--- src/rtl/vend_pkg.sv ---
// Shared types and constants for the vending sequencer: coin denominations,
// sequencer states, price/change limits and the change clamp helper.
package vend_pkg;

   typedef enum logic [1:0] {
      ONE  = 2'd0,
      TWO  = 2'd1,
      FIVE = 2'd2
   } coin_e;

   typedef enum logic [2:0] {
      IDLE   = 3'd0,
      ISSUE  = 3'd1,
      CHECK  = 3'd2,
      VEND   = 3'd3,
      CHANGE = 3'd4
   } seq_state_e;

   localparam int PRICE      = 5;
   localparam int MAX_CHANGE = 4;

   // The hopper never pays back more than MAX_CHANGE cents for one vend.
   function automatic logic [2:0] clamp_change(input logic [2:0] amount);
      return (amount > 3'(MAX_CHANGE)) ? 3'(MAX_CHANGE) : amount;
   endfunction

endpackage

--- src/rtl/coin_fifo.sv ---
// Small circular buffer of pending coin denominations; a push is accepted
// while full when a pop happens in the same cycle.
module coin_fifo
   import vend_pkg::*;
#(
   parameter  int DEPTH = 4,
   localparam int CW    = $clog2(DEPTH + 1)
) (
   input  logic          clk,
   input  logic          reset,
   input  logic          push,
   input  coin_e         push_data,
   input  logic          pop,
   output coin_e         head,
   output logic          full,
   output logic          empty,
   output logic [CW-1:0] count
);

   localparam int AW = (DEPTH > 1) ? $clog2(DEPTH) : 1;

   coin_e         mem_r [DEPTH];
   logic [AW-1:0] rd_ptr_r;
   logic [AW-1:0] wr_ptr_r;
   logic [CW-1:0] count_r;
   logic          do_push_s;
   logic          do_pop_s;

   function automatic logic [AW-1:0] ptr_inc(input logic [AW-1:0] p);
      return (p == AW'(DEPTH - 1)) ? '0 : p + 1'b1;
   endfunction

   assign do_pop_s  = pop && (count_r != '0);
   assign do_push_s = push && ((count_r != CW'(DEPTH)) || do_pop_s);

   assign head  = mem_r[rd_ptr_r];
   assign full  = (count_r == CW'(DEPTH));
   assign empty = (count_r == '0);
   assign count = count_r;

   // Storage array; contents are don't-care until the count says otherwise.
   always_ff @(posedge clk) begin
      if (do_push_s) begin
         mem_r[wr_ptr_r] <= push_data;
      end
   end

   // Pointer and occupancy bookkeeping.
   always_ff @(posedge clk) begin
      if (reset) begin
         rd_ptr_r <= '0;
         wr_ptr_r <= '0;
         count_r  <= '0;
      end else begin
         if (do_push_s) begin
            wr_ptr_r <= ptr_inc(wr_ptr_r);
         end
         if (do_pop_s) begin
            rd_ptr_r <= ptr_inc(rd_ptr_r);
         end
         count_r <= count_r + CW'(do_push_s) - CW'(do_pop_s);
      end
   end

endmodule

--- src/rtl/vend_sequencer.sv ---
// Coin intake, buffering and sequencing toward the vending core, followed by
// motor control and greedy change payout through the hopper.
module vend_sequencer
   import vend_pkg::*;
#(
   parameter int FIFO_DEPTH = 4,
   parameter int CNT_W      = 8
) (
   input  logic             clk,
   input  logic             reset,
   input  logic             coin_one,
   input  logic             coin_two,
   input  logic             coin_five,
   output logic             one,
   output logic             two,
   output logic             five,
   input  logic             d,
   input  logic [2:0]       r,
   output logic             coin_reject,
   output logic             motor_start,
   input  logic             motor_done,
   output logic             pay1,
   output logic             pay2,
   input  logic             hopper_ack,
   output logic             busy,
   output logic [CNT_W-1:0] vend_count
);

   localparam int CW = $clog2(FIFO_DEPTH + 1);

   seq_state_e    state_r;
   seq_state_e    state_next_s;
   logic [2:0]    change_left_r;
   logic [2:0]    change_next_s;
   coin_e         push_coin_s;
   coin_e         head_s;
   logic          sensed_s;
   logic          extra_s;
   logic          push_s;
   logic          pop_s;
   logic          full_s;
   logic          empty_s;
   logic [CW-1:0] count_s;
   logic          fifo_busy_next_s;

   coin_fifo #(
      .DEPTH (FIFO_DEPTH)
   ) u_coin_fifo (
      .clk       (clk),
      .reset     (reset),
      .push      (push_s),
      .push_data (push_coin_s),
      .pop       (pop_s),
      .head      (head_s),
      .full      (full_s),
      .empty     (empty_s),
      .count     (count_s)
   );

   // Coin intake; coin_reject is combinational so it lines up with the sensor pulse.
   always_comb begin
      push_coin_s = ONE;
      sensed_s    = 1'b0;
      extra_s     = 1'b0;
      if (coin_five) begin
         push_coin_s = FIVE;
         sensed_s    = 1'b1;
         extra_s     = coin_two | coin_one;
      end else if (coin_two) begin
         push_coin_s = TWO;
         sensed_s    = 1'b1;
         extra_s     = coin_one;
      end else if (coin_one) begin
         push_coin_s = ONE;
         sensed_s    = 1'b1;
         extra_s     = 1'b0;
      end else begin
         push_coin_s = ONE;
         sensed_s    = 1'b0;
         extra_s     = 1'b0;
      end
      pop_s       = (state_r == IDLE) && !empty_s;
      push_s      = !reset && sensed_s && (!full_s || pop_s);
      coin_reject = !reset && (extra_s || (sensed_s && full_s && !pop_s));
   end

   assign fifo_busy_next_s = ((count_s + CW'(push_s) - CW'(pop_s)) != '0);

   // Next-state and change bookkeeping.
   always_comb begin
      state_next_s  = state_r;
      change_next_s = change_left_r;
      case (state_r)
         IDLE: begin
            if (pop_s) begin
               state_next_s = ISSUE;
            end else begin
               state_next_s = IDLE;
            end
         end
         ISSUE: begin
            state_next_s = CHECK;
         end
         CHECK: begin
            if (d) begin
               state_next_s  = VEND;
               change_next_s = clamp_change(r);
            end else begin
               state_next_s = IDLE;
            end
         end
         VEND: begin
            if (motor_done) begin
               state_next_s = (change_left_r != 3'd0) ? CHANGE : IDLE;
            end else begin
               state_next_s = VEND;
            end
         end
         CHANGE: begin
            if (hopper_ack) begin
               if (change_left_r >= 3'd2) begin
                  change_next_s = change_left_r - 3'd2;
               end else begin
                  change_next_s = 3'd0;
               end
               state_next_s = (change_next_s == 3'd0) ? IDLE : CHANGE;
            end else begin
               state_next_s = CHANGE;
            end
         end
         default: begin
            state_next_s  = IDLE;
            change_next_s = 3'd0;
         end
      endcase
   end

   // State and registered outputs, all derived from the upcoming state.
   always_ff @(posedge clk) begin
      if (reset) begin
         state_r       <= IDLE;
         change_left_r <= 3'd0;
         one           <= 1'b0;
         two           <= 1'b0;
         five          <= 1'b0;
         motor_start   <= 1'b0;
         pay1          <= 1'b0;
         pay2          <= 1'b0;
         busy          <= 1'b0;
         vend_count    <= '0;
      end else begin
         state_r       <= state_next_s;
         change_left_r <= change_next_s;
         one           <= pop_s && (head_s == ONE);
         two           <= pop_s && (head_s == TWO);
         five          <= pop_s && (head_s == FIVE);
         motor_start   <= (state_next_s == VEND);
         pay2          <= (state_next_s == CHANGE) && (change_next_s >= 3'd2);
         pay1          <= (state_next_s == CHANGE) && (change_next_s == 3'd1);
         busy          <= (state_next_s != IDLE) || fifo_busy_next_s;
         if ((state_r == VEND) && motor_done && (vend_count != '1)) begin
            vend_count <= vend_count + 1'b1;
         end
      end
   end

endmodule
--- config.mk ---
export PLATFORM = sky130hd
export DESIGN_NAME = vend_sequencer
export DESIGN_NICKNAME = d
export VERILOG_FILES = /design/src/rtl/vend_pkg.sv /design/src/rtl/coin_fifo.sv /design/src/rtl/vend_sequencer.sv
export SDC_FILE = /design/constraint.sdc
export NUM_CORES = 1
export LEC_CHECK = 0
export CORE_ASPECT_RATIO = 1.2
export CORE_UTILIZATION = 45
export DETAILED_ROUTE_END_ITERATION = 16
export PLACE_DENSITY = 0.68
export SLEW_MARGIN = 20
export SYNTH_ARGS = -nofsm -noshare
export SYNTH_HDL_FRONTEND = slang
export SYNTH_SLANG_ARGS = --single-unit
--- constraint.sdc ---
create_clock -name clk -period 2.8 [get_ports clk]
set_input_delay 0.42 -clock clk [delete_from_list [all_inputs] [get_ports clk]]
set_output_delay 0.42 -clock clk [all_outputs]
set_load 0.05 [all_outputs]
==> results.md <==
- Asr flop ratio synth: 0%
- Global Route met3 Usage: about 5.3%
- Routability Congestion: 0.796
- Yosys top cell area share: about a third
- Crit path arrival time: 2030 ps
- Routed WL: about 3700 um
- Dominant cell type by area after synthesis: dfxtp_1
- Share of cells above drive strength 1: 12.0%
- Most used routing layer: met2
- Dpl hpwl: ~2800 um
- Synthesized flop and latch total: 38
- Ant diodes: 0
- Met2 Use GR: between 30% and 40%
- Clock Pin Slew Worst Setup and Hold Paths: ~80 ps
- Initial antenna violation count: 0
- Core Footprint: around 4000 um^2
- Max FO, Critical Path: 10
- Commonest non-fill, non-tap cell in the layout: dfxtp_1
- CTS Root Cell: clkbuf_8
- Standard-cell rows: 25
- Clk_lat worst skew: around 300 ps
- Sink Count: 38
- Syn_nets: 210
- Pin count of the biggest net entering global routing: 22
- Worst-Margin Slew: slightly below 800 ps
- Relative slew slack: approximately half
- Global route overflow: 0
- ANT nets after route: 0
- Setup TNS: 0 ps
- Area grow syn2layout: 25.3%
- Tightest Hold Check Type: flop to flop
- First-pass GRT wire length: approximately 6300 um
- Crit path capture type: output port
- Sequential area share after synthesis: between 40% and 50%
- Avg Cell Area, Syn: about 10 um^2
- Critical path required time: 2380 ps
- Cts-stage hold buffer count: 0
- First drt pass iteration count: 4
- Buffers on Ports: 26
- Post-synth EDFFs: 8
- Final setup margin: between 300 and 400 ps
- Cells after synthesis: approximately 190
- CTS Buf Count: 5
- Fmax: approximately 0.4 GHz
- Die width: slightly above 60 um
- Cells along the critical path: nor3_2 > nor2_1 > maj3_1 > o221a_2 > buf_12
- Post-CTS Setup Repair Bufs: 0
- Die area: approximately 4500 um^2
- WL per Instance: 13.6 um
- Drc violations: 0
- Clock Skew: 10.4 ps
- Commonest non-fill, non-tap cells in the layout: dfxtp_1, clkdlybuf4s50_1, inv_1, nand2_1
- Final min period: around 2400 ps
- I/O pins: 27
- Setup-failing EPs final: 0
- Fin crit share: slightly below 90%
- Via count: 1,466
- Yosys cell types: 50
- Vias/cell: 5.41
- Final hold viol count: 0
- Vias in the first global route: 1,427
- Synth Flop Type: dfxtp_1
- DR iter-0 viols: between 50 and 60
- Fin nets: 240
- Post-cts repair resize count: 0
- Max Cap Viol: 0
- Starting Density: around 47%
- Die Y: between 70 and 80 um
- Synthesized area: approximately 1900 um^2
- Power density cells: around 870 nW/um^2
- Met1 Resource Use GR: roughly 23%
- CP max stage delay: a little over 400 ps
- GRT Total Usage: between 10% and 20%
- RSZ-0062 raised after global routing: false
- CTS tree: built
- Place WS: ~160 ps
- Leak pwr: a little under 0.9 nW
- Setup crit start kind: flop
- H-Tree Depth: 2
- Status: finished, final reports clean
- Yosys warns: 0
- Slew Viols, Final: 0
- Ranking of synthesized cells by area: dfxtp_1, edfxtp_1, ha_1, inv_1, nand2_1
- Clock buffer depth: 2
- VDD IR max: a little under 600 uV
- WS Path Type: flop to output port
- Max stage delay cell, worst path: dfxtp_1
## state kept, by name, summed over array words and instances (netlist names), named ones only
register              count
u_coin_fifo.mem_r         8
state_r                   3
motor_start               1
two                       1
u_coin_fifo.rd_ptr_r      2
pay1                      1
five                      1
pay2                      1
change_left_r             3
u_coin_fifo.wr_ptr_r      2
u_coin_fifo.count         3
busy                      1
vend_count                8
one                       1
## through the flow
stage                     hold WS [ps]  utilization [%]  cells  power, W  area [um^2]
after floorplan                    454                -    186   0.00132         1890
after global placement             463             55.9    263   0.00148         2220
after detailed placement           483             55.9    263   0.00153         2220
after CTS                          491             59.3    271   0.00209         2360
after global routing               529             59.5    271   0.00223         2360
final                              484             59.5    271   0.00207         2360
## path summary, 6_finish.rpt
check | from | to | slack, ps | cells after the start
setup / recovery | state_r[2] | coin_reject | 350 | 5
hold / removal | u_coin_fifo.rd_ptr_r[1] | flop | 480 | 2
setup reg to reg | state_r[2] | busy | 420 | 9
hold reg to reg | u_coin_fifo.rd_ptr_r[1] | flop | 480 | 2
## cell families after synthesis
group,Yosys count,synth area share (%)
and+or+nand+nor,65,20.1
buffers and inverters,24,5.18
AOI/OAI and AO/OA,36,14.4
muxes,4,3.45
xor gates and xnor gates,5,2.32
adders and majority gates,14,9.95
DFF,38,44.6
## cells in the mapped netlist, types with 3 or more instances
cell      count
o221a_2       3
nor4_1        3
xor2_1        3
o21ai_0       4
a211oi_1      5
dfxtp_1      30
inv_1        17
nor2_1       11
buf_2         3
nand2_1      13
or3_1         4
edfxtp_1      8
ha_1         11
a21oi_1       8
o31ai_1       5
nor2b_1       7
and2_1        6
## final cells by class
class / instances / area [um^2]
Multi-Input combinational cell: 124 / 952
Timing Repair Buffer: 30 / 300
Clock inverter: 3 / 68.8
Clock buffer: 5 / 68.8
Inverter: 17 / 63.8
Tap cell: 54 / 67.6
Fill cell: 347 / 1610
Sequential cell: 38 / 841
## routing by layer
metal,share of wire (%),vias up
li1,-,727
met1,42,698
met2,52,31
met3,3.6,10
met4,2.2,0
met5,0,-
## worst max-delay path, delay by kind of cell, from the launching register on
family | cells | cell delay, ps
fa+ha+maj | 1 | 380
simple gates | 2 | 510
flops | 1 | 410
compound gates | 1 | 290
buf+inv | 1 | 150
## report_power, final
group          leakage [nW]  switching, W  internal (W)
registers             0.319     0.0000938      0.000670
clock network        0.0683      0.000197      0.000357
logic                 0.499      0.000414      0.000335
Note: power is estimated with default switching activity, not from simulation.
